**config.mk**
```make
export PLATFORM = sky130hd
export DESIGN_NAME = lisa_lsu_flat
export DESIGN_NICKNAME = d
export VERILOG_FILES = /design/src/rtl/lisa_lsu_if.sv /design/src/rtl/lisa_lsu.sv /design/src/flat_wrapper.sv
export SDC_FILE = /design/constraint.sdc
export NUM_CORES = 1
export LEC_CHECK = 0
export ABC_AREA = 1
export BUFFER_PORTS_ARGS = -buffer_cell sky130_fd_sc_hd__buf_4
export CORE_UTILIZATION = 40
export CTS_CLUSTER_DIAMETER = 80
export CTS_CLUSTER_SIZE = 28
export DETAILED_ROUTE_END_ITERATION = 8
export PLACE_DENSITY_LB_ADDON = 0.3
export SKIP_LAST_GASP = 1
export SLEW_MARGIN = 20
export SYNTH_ARGS = -nofsm -noshare
export SYNTH_HDL_FRONTEND = slang
export SYNTH_SLANG_ARGS = --single-unit
```
**constraint.sdc**
```tcl
create_clock -name clk -period 2.5 [get_ports clk]
set_input_delay 0.5 -clock clk [delete_from_list [all_inputs] [get_ports clk]]
set_output_delay 0.5 -clock clk [all_outputs]
set_load 0.1 [all_outputs]
```
**src/rtl/lisa_lsu_if.sv**
```systemverilog
// Core-side request/response and data-memory signals of the LISA load/store unit.
// master = core + memory side, slave = LSU.
interface lisa_lsu_if;
   logic        req_valid;
   logic        req_ready;
   logic        req_write;
   logic [1:0]  req_size;
   logic        req_signed;
   logic [15:0] req_addr;
   logic [31:0] req_wdata;
   logic        resp_valid;
   logic [31:0] resp_rdata;
   logic        resp_fault;
   logic [15:0] mem_addr;
   logic        mem_write_en;
   logic [31:0] mem_write_data;
   logic [31:0] mem_read_data;

   modport master (
      output req_valid, req_write, req_size, req_signed, req_addr, req_wdata,
      input  req_ready, resp_valid, resp_rdata, resp_fault,
      input  mem_addr, mem_write_en, mem_write_data,
      output mem_read_data
   );

   modport slave (
      input  req_valid, req_write, req_size, req_signed, req_addr, req_wdata,
      output req_ready, resp_valid, resp_rdata, resp_fault,
      output mem_addr, mem_write_en, mem_write_data,
      input  mem_read_data
   );
endinterface

```
**src/rtl/lisa_lsu.sv**
```systemverilog
// Byte/halfword/word load-store unit; accept-to-response 1 (fault), 2 (load, word store), 3 (sub-word store) cycles.
// One request in flight: req_ready only in IDLE; the response pulse is never backpressured.
module lisa_lsu #(
   parameter int MEM_BYTES = 1024
) (
   input logic       clk,
   input logic       rst_n,
   lisa_lsu_if.slave bus
);

   typedef enum logic [2:0] {IDLE, LOAD, MERGE, WRITE, RESP} state_t;

   state_t      r_state;
   state_t      w_next;
   logic        w_accept;
   logic        w_fault;
   logic [16:0] w_nbytes;
   logic [16:0] w_end;
   logic [31:0] w_load_data;

   logic        r_write;
   logic [1:0]  r_size;
   logic        r_signed;
   logic [15:0] r_addr;
   logic [31:0] r_merge;
   logic [31:0] r_rdata;
   logic        r_fault;

   // Range check is done in 17 bits so an access ending exactly at 64 KiB does not wrap.
   always_comb begin
      w_nbytes = 17'd1;
      case (bus.req_size)
         2'b01:   w_nbytes = 17'd2;
         2'b10:   w_nbytes = 17'd4;
         default: w_nbytes = 17'd1;
      endcase
      w_end   = {1'b0, bus.req_addr} + w_nbytes;
      w_fault = (bus.req_size == 2'b11)
              | ((bus.req_size == 2'b01) & bus.req_addr[0])
              | ((bus.req_size == 2'b10) & (bus.req_addr[1:0] != 2'b00))
              | (w_end > 17'(MEM_BYTES));
   end

   always_comb begin
      w_load_data = bus.mem_read_data;
      case (r_size)
         2'b00:   w_load_data = {{24{r_signed & bus.mem_read_data[7]}},  bus.mem_read_data[7:0]};
         2'b01:   w_load_data = {{16{r_signed & bus.mem_read_data[15]}}, bus.mem_read_data[15:0]};
         default: w_load_data = bus.mem_read_data;
      endcase
   end

   always_ff @(posedge clk) begin
      if (!rst_n) r_state <= IDLE;
      else        r_state <= w_next;
   end

   always_comb begin
      w_next   = r_state;
      w_accept = 1'b0;
      case (r_state)
         IDLE: begin
            if (bus.req_valid) begin
               w_accept = 1'b1;
               if (w_fault)                   w_next = RESP;
               else if (!bus.req_write)       w_next = LOAD;
               else if (bus.req_size == 2'b10) w_next = WRITE;
               else                           w_next = MERGE;
            end
         end
         LOAD:    w_next = RESP;
         MERGE:   w_next = WRITE;
         WRITE:   w_next = RESP;
         RESP:    w_next = IDLE;
         default: w_next = IDLE;
      endcase
   end

   // Response registers only change on entry to RESP so they stay stable between responses.
   always_ff @(posedge clk) begin
      if (!rst_n) begin
         r_write  <= 1'b0;
         r_size   <= 2'b00;
         r_signed <= 1'b0;
         r_addr   <= 16'h0000;
         r_merge  <= 32'h0;
         r_rdata  <= 32'h0;
         r_fault  <= 1'b0;
      end else begin
         if (w_accept) begin
            r_write  <= bus.req_write;
            r_size   <= bus.req_size;
            r_signed <= bus.req_signed;
            r_addr   <= bus.req_addr;
            r_merge  <= bus.req_wdata;
         end
         case (r_state)
            IDLE: begin
               if (w_accept && w_fault) begin
                  r_rdata <= 32'h0;
                  r_fault <= 1'b1;
               end
            end
            LOAD: begin
               r_rdata <= w_load_data;
               r_fault <= 1'b0;
            end
            MERGE: begin
               if (r_size == 2'b00) r_merge <= {bus.mem_read_data[31:8],  r_merge[7:0]};
               else                 r_merge <= {bus.mem_read_data[31:16], r_merge[15:0]};
            end
            WRITE: begin
               r_rdata <= 32'h0;
               r_fault <= 1'b0;
            end
            default: ;
         endcase
      end
   end

   assign bus.req_ready      = (r_state == IDLE);
   assign bus.resp_valid     = (r_state == RESP);
   assign bus.resp_rdata     = r_rdata;
   assign bus.resp_fault     = r_fault;
   assign bus.mem_addr       = r_addr;
   assign bus.mem_write_en   = (r_state == WRITE) & r_write;
   assign bus.mem_write_data = r_merge;

endmodule
```
**src/flat_wrapper.sv**
```systemverilog
// flat-port wrapper written by rule: the top's interface ports become plain ports
module lisa_lsu_flat 
#(
   parameter int MEM_BYTES = 1024
)
  (clk, rst_n, bus_req_valid, bus_req_write, bus_req_size, bus_req_signed, bus_req_addr, bus_req_wdata, bus_req_ready, bus_resp_valid, bus_resp_rdata, bus_resp_fault, bus_mem_addr, bus_mem_write_en, bus_mem_write_data, bus_mem_read_data);
  lisa_lsu_if bus_i ();
  input logic clk;
  input logic rst_n;
  input wire logic [$bits(bus_i.req_valid)-1:0] bus_req_valid;
  input wire logic [$bits(bus_i.req_write)-1:0] bus_req_write;
  input wire logic [$bits(bus_i.req_size)-1:0] bus_req_size;
  input wire logic [$bits(bus_i.req_signed)-1:0] bus_req_signed;
  input wire logic [$bits(bus_i.req_addr)-1:0] bus_req_addr;
  input wire logic [$bits(bus_i.req_wdata)-1:0] bus_req_wdata;
  output wire logic [$bits(bus_i.req_ready)-1:0] bus_req_ready;
  output wire logic [$bits(bus_i.resp_valid)-1:0] bus_resp_valid;
  output wire logic [$bits(bus_i.resp_rdata)-1:0] bus_resp_rdata;
  output wire logic [$bits(bus_i.resp_fault)-1:0] bus_resp_fault;
  output wire logic [$bits(bus_i.mem_addr)-1:0] bus_mem_addr;
  output wire logic [$bits(bus_i.mem_write_en)-1:0] bus_mem_write_en;
  output wire logic [$bits(bus_i.mem_write_data)-1:0] bus_mem_write_data;
  input wire logic [$bits(bus_i.mem_read_data)-1:0] bus_mem_read_data;
  assign bus_i.req_valid = bus_req_valid;
  assign bus_i.req_write = bus_req_write;
  assign bus_i.req_size = bus_req_size;
  assign bus_i.req_signed = bus_req_signed;
  assign bus_i.req_addr = bus_req_addr;
  assign bus_i.req_wdata = bus_req_wdata;
  assign bus_req_ready = bus_i.req_ready;
  assign bus_resp_valid = bus_i.resp_valid;
  assign bus_resp_rdata = bus_i.resp_rdata;
  assign bus_resp_fault = bus_i.resp_fault;
  assign bus_mem_addr = bus_i.mem_addr;
  assign bus_mem_write_en = bus_i.mem_write_en;
  assign bus_mem_write_data = bus_i.mem_write_data;
  assign bus_i.mem_read_data = bus_mem_read_data;
  lisa_lsu #(.MEM_BYTES(MEM_BYTES)) u_core (.clk(clk), .rst_n(rst_n), .bus(bus_i));
endmodule
```
==> run_results.csv <==
group,metric,value,unit
cells_and_area,area_growth,41.7,%
power_and_ir_drop,p_per_area,561,nW/um^2
cells_and_area,nets,843,
synth,syn_nets,670,
sta,rsz0062_at_grt,"true",
critical_path,path_cells,"buf_8, inv_4, ha_4, ha_4, fa_2, or2_4, nor2_2, nand2_1, nor2_2, nand3_1, o21ai_2, nand2_2, nand2_8, clkbuf_16, nand3_2, a21oi_2",
critical_path,max_stage_delay,0.42,ns
sta,max_freq,400,MHz
synth,avgSynthCellArea,7.66,sq um
grt,gr-usage-met2,40.5,%
floorplan,rows,37,
clock_tree,cts.sinks,88,
synth,yosysUniqueCellTypes,32,
clock_tree,max-clock-path-buffers,2,
sta,fin_crit_sh,100,%
cells_and_area,antenna_cells,0,
hold_path,hold_path.class,"input pin to flip-flop",
placed_design,portBuffers,170,
cells_and_area,design_area,6250,sq um
grt,grt.total_usage,23.5,%
drt,drt_iter0_markers,240,
grt,antenna_found_initial,0,
drt,vias,4628,
grt,grt_max_degree,50,
critical_path,crit_slowest_cell,"fa_2",
cells_and_area,layout-drive-gt1-share,40.9,%
synth,yosys_warnings,0,
sta,skew,0.00749,ns
critical_path,worstSetupPathType,"input pin to flip-flop",
clock_tree,cts_buffers,9,
clock_tree,ctsHoldBuffers,0,
power_and_ir_drop,leakage,2.65,nW
clock_tree,clk-insertion-delay-late,0.35,ns
critical_path,worst-path-max-fanout,6,
sta,setup_tns,0,ns
status,status,"completed",
grt,grt_pass1_wl,21400,microns
cells_and_area,multi_input_area,2440,sq um
power_and_ir_drop,total_power,3.50,mW
power_and_ir_drop,irDropWorstVdd,0.000454,V
floorplan,dieArea,11400,sq um
synth,ys_seq_area_share,40.0,%
grt,grt_pass1_vias,4426,
grt,grt_util_met1,29.5,%
drt,routed_wirelength,13600,microns
floorplan,die_h,107,microns
clock_tree,clock-root-buffer,"clkbuf_8",
grt,overflow,0,
critical_path,worst_setup_path_end_kind,"flip-flop",
placed_design,post-place-ws,-0.426,ns
clock_tree,clk_pin_slew_worst_paths,0.10,ns
floorplan,initial_core_util,41.9,%
clock_tree,htreeDepth,3,
floorplan,fp.dieW,107,microns
sta,fin_crit,2.50,ns
placed_design,place.gp.congestion,0.950,
synth,synth_area,4410,sq um
floorplan,placeableCoreArea,10500,sq um
cells_and_area,post-route-util,59.4,%
synth,syn-instance-count,575,
cells_and_area,fillers,998,
sta,slew_headroom,28.7,%
clock_tree,cts_tree,"done",
sta,maxSlewViolCount,0,
floorplan,pin_count,171,
sta,tightestPinTransition,1.07,ns
sta,setup_slack,0.00101,ns
drt,remaining_drc_errors,0,
sta,hold_violations,0,
grt,grtUsageMet3,4.68,%
drt,wire_per_inst,15.3,microns
critical_path,startpoint_type,"input pin",
drt,final_antenna_net_count,0,
synth,ys_seq_elements,88,
cells_and_area,regArea,1760,sq um
drt,firstDrtPassIters,4,
grt,grt_busiest_layer,"met2",
drt,routed_via_density,5.21,
job,maxCapViolCount,0,
placed_design,place_hpwl,10100,microns
placed_design,place_area,5880,sq um
sta,setup_viol,0,
critical_path,crit_arrival,2.79,ns
critical_path,cp_data_required_time,2.79,ns
path summary, 6_finish.rpt:
path,from,endpoint,slack (ns),cells after the start
worst max-delay path,bus_req_size[0],u_core.bus.resp_rdata[3],0.001,16
worst min-delay path,bus_req_signed,u_core.r_signed,0.40,3
worst max register to register,u_core.r_state[1],u_core.bus.mem_write_data[5],0.58,5
worst min register to register,u_core.bus.mem_write_data[4],u_core.bus.mem_write_data[4],0.47,2
metal layers:
metal | share of wire, % | vias up | wire length, microns
li1 | - | 2273 | -
met1 | 42 | 2187 | 5760
met2 | 51 | 151 | 6930
met3 | 5.4 | 17 | 740
met4 | 1.5 | 0 | 206
met5 | 0 | - | 0
repair_timing:
action	4_1_cts	5_1_grt
pin swaps	0	14
cloned	0	4
endpoints found under the setup margin	32	36
setup buffers	0	1
gates resized for setup	0	20
sequential cells by signal (all words and copies together) (netlist names):
register                   flops
u_core.bus.resp_fault          1
u_core.r_write                 1
u_core.bus.resp_rdata         32
u_core.r_signed                1
u_core.r_state                 3
u_core.bus.mem_addr           16
u_core.r_size                  2
u_core.bus.mem_write_data     32
worst max-delay path, delay by kind of cell:
kind,cells,cell delay [ns]
AOI/OAI and AO/OA,2,0.27
adders and majority gates,3,0.81
buffers and inverters,3,0.28
and+or+nand+nor,8,0.93
report_power, final:
| part | switching, mW | total (mW) | internal (mW) | leakage [nW] |
|---|---|---|---|---|
| registers | 0.0355 | 1.49 | 1.46 | 0.719 |
| logic | 0.677 | 0.963 | 0.286 | 1.83 |
| clock network | 0.569 | 1.05 | 0.477 | 0.106 |
| total | 1.28 | 3.50 | 2.22 | 2.65 |
area by class of cell:
class                           count  share of cell area (%)
Timing Repair Buffer              196                    25.0
Multi-Input combinational cell    423                    39.0
Tap cell                          136                    2.72
Clock buffer                        9                    1.98
Clock inverter                      7                    1.24
Inverter                           30                    1.88
Sequential cell                    88                    28.2
cell usage after synthesis:
| cell type | instances | area (sq um) |
|---|---|---|
| nand3b_1 | 4 | 30.0 |
| nand2_4 | 2 | 22.5 |
| a21oi_1 | 37 | 185 |
| o21ai_0 | 29 | 145 |
| buf_2 | 7 | 35.0 |
| or2_2 | 2 | 12.5 |
| o21ai_1 | 2 | 10.0 |
| o311ai_0 | 1 | 8.76 |
| xor2_1 | 1 | 8.76 |
| o211ai_1 | 15 | 113 |
| fa_1 | 1 | 20.0 |
| clkbuf_1 | 20 | 75.1 |
| nand3_2 | 30 | 300 |
| a31oi_1 | 24 | 150 |
| nor3_1 | 4 | 20.0 |
| a21oi_2 | 29 | 254 |
| nor2_1 | 32 | 120 |
| nor3_2 | 2 | 20.0 |
| dfxtp_1 | 88 | 1760 |
| ha_1 | 7 | 87.6 |
| nand4_1 | 4 | 25.0 |
| and2_1 | 1 | 6.26 |
| buf_4 | 4 | 30.0 |
| nor2_2 | 2 | 12.5 |
| clkinv_1 | 4 | 15.0 |
| inv_2 | 2 | 7.51 |
| nand3_1 | 24 | 120 |
| buf_12 | 3 | 60.1 |
| inv_1 | 24 | 90.1 |
| nand2_1 | 163 | 612 |
| nor2_4 | 1 | 11.3 |
| nand2_2 | 6 | 37.5 |
per-stage QoR:
step	std cells	hold WS, ns
6_report	889	0.403
5_1_grt	889	0.399
4_1_cts	884	0.391
3_5_place_dp	868	0.457
3_3_place_gp	868	0.455
2_1_floorplan	575	0.448
layout by cell type (no fill, tap or decap), types with 4 or more instances in the layout:
cell      instances
buf_4           188
nand2_1         161
dfxtp_1          88
a21oi_1          33
a21oi_2          33
nand3_2          31
nor2_1           29
o21ai_0          29
a31oi_1          24
nand3_1          23
inv_1            22
o211ai_1         15
clkbuf_8          9
nand2_2           8
nor2_2            5
nand3b_1          4
nand4_1           4
ha_1              4
kinds of logic after synthesis:
logic type | share of synthesized area, %
compound gates | 19.6
xor+xnor | 0.199
fa+ha+maj | 2.44
buf+inv | 7.10
flops | 40.0
simple gates | 30.6
No activity file was read; power rests on OpenSTA's default activity.
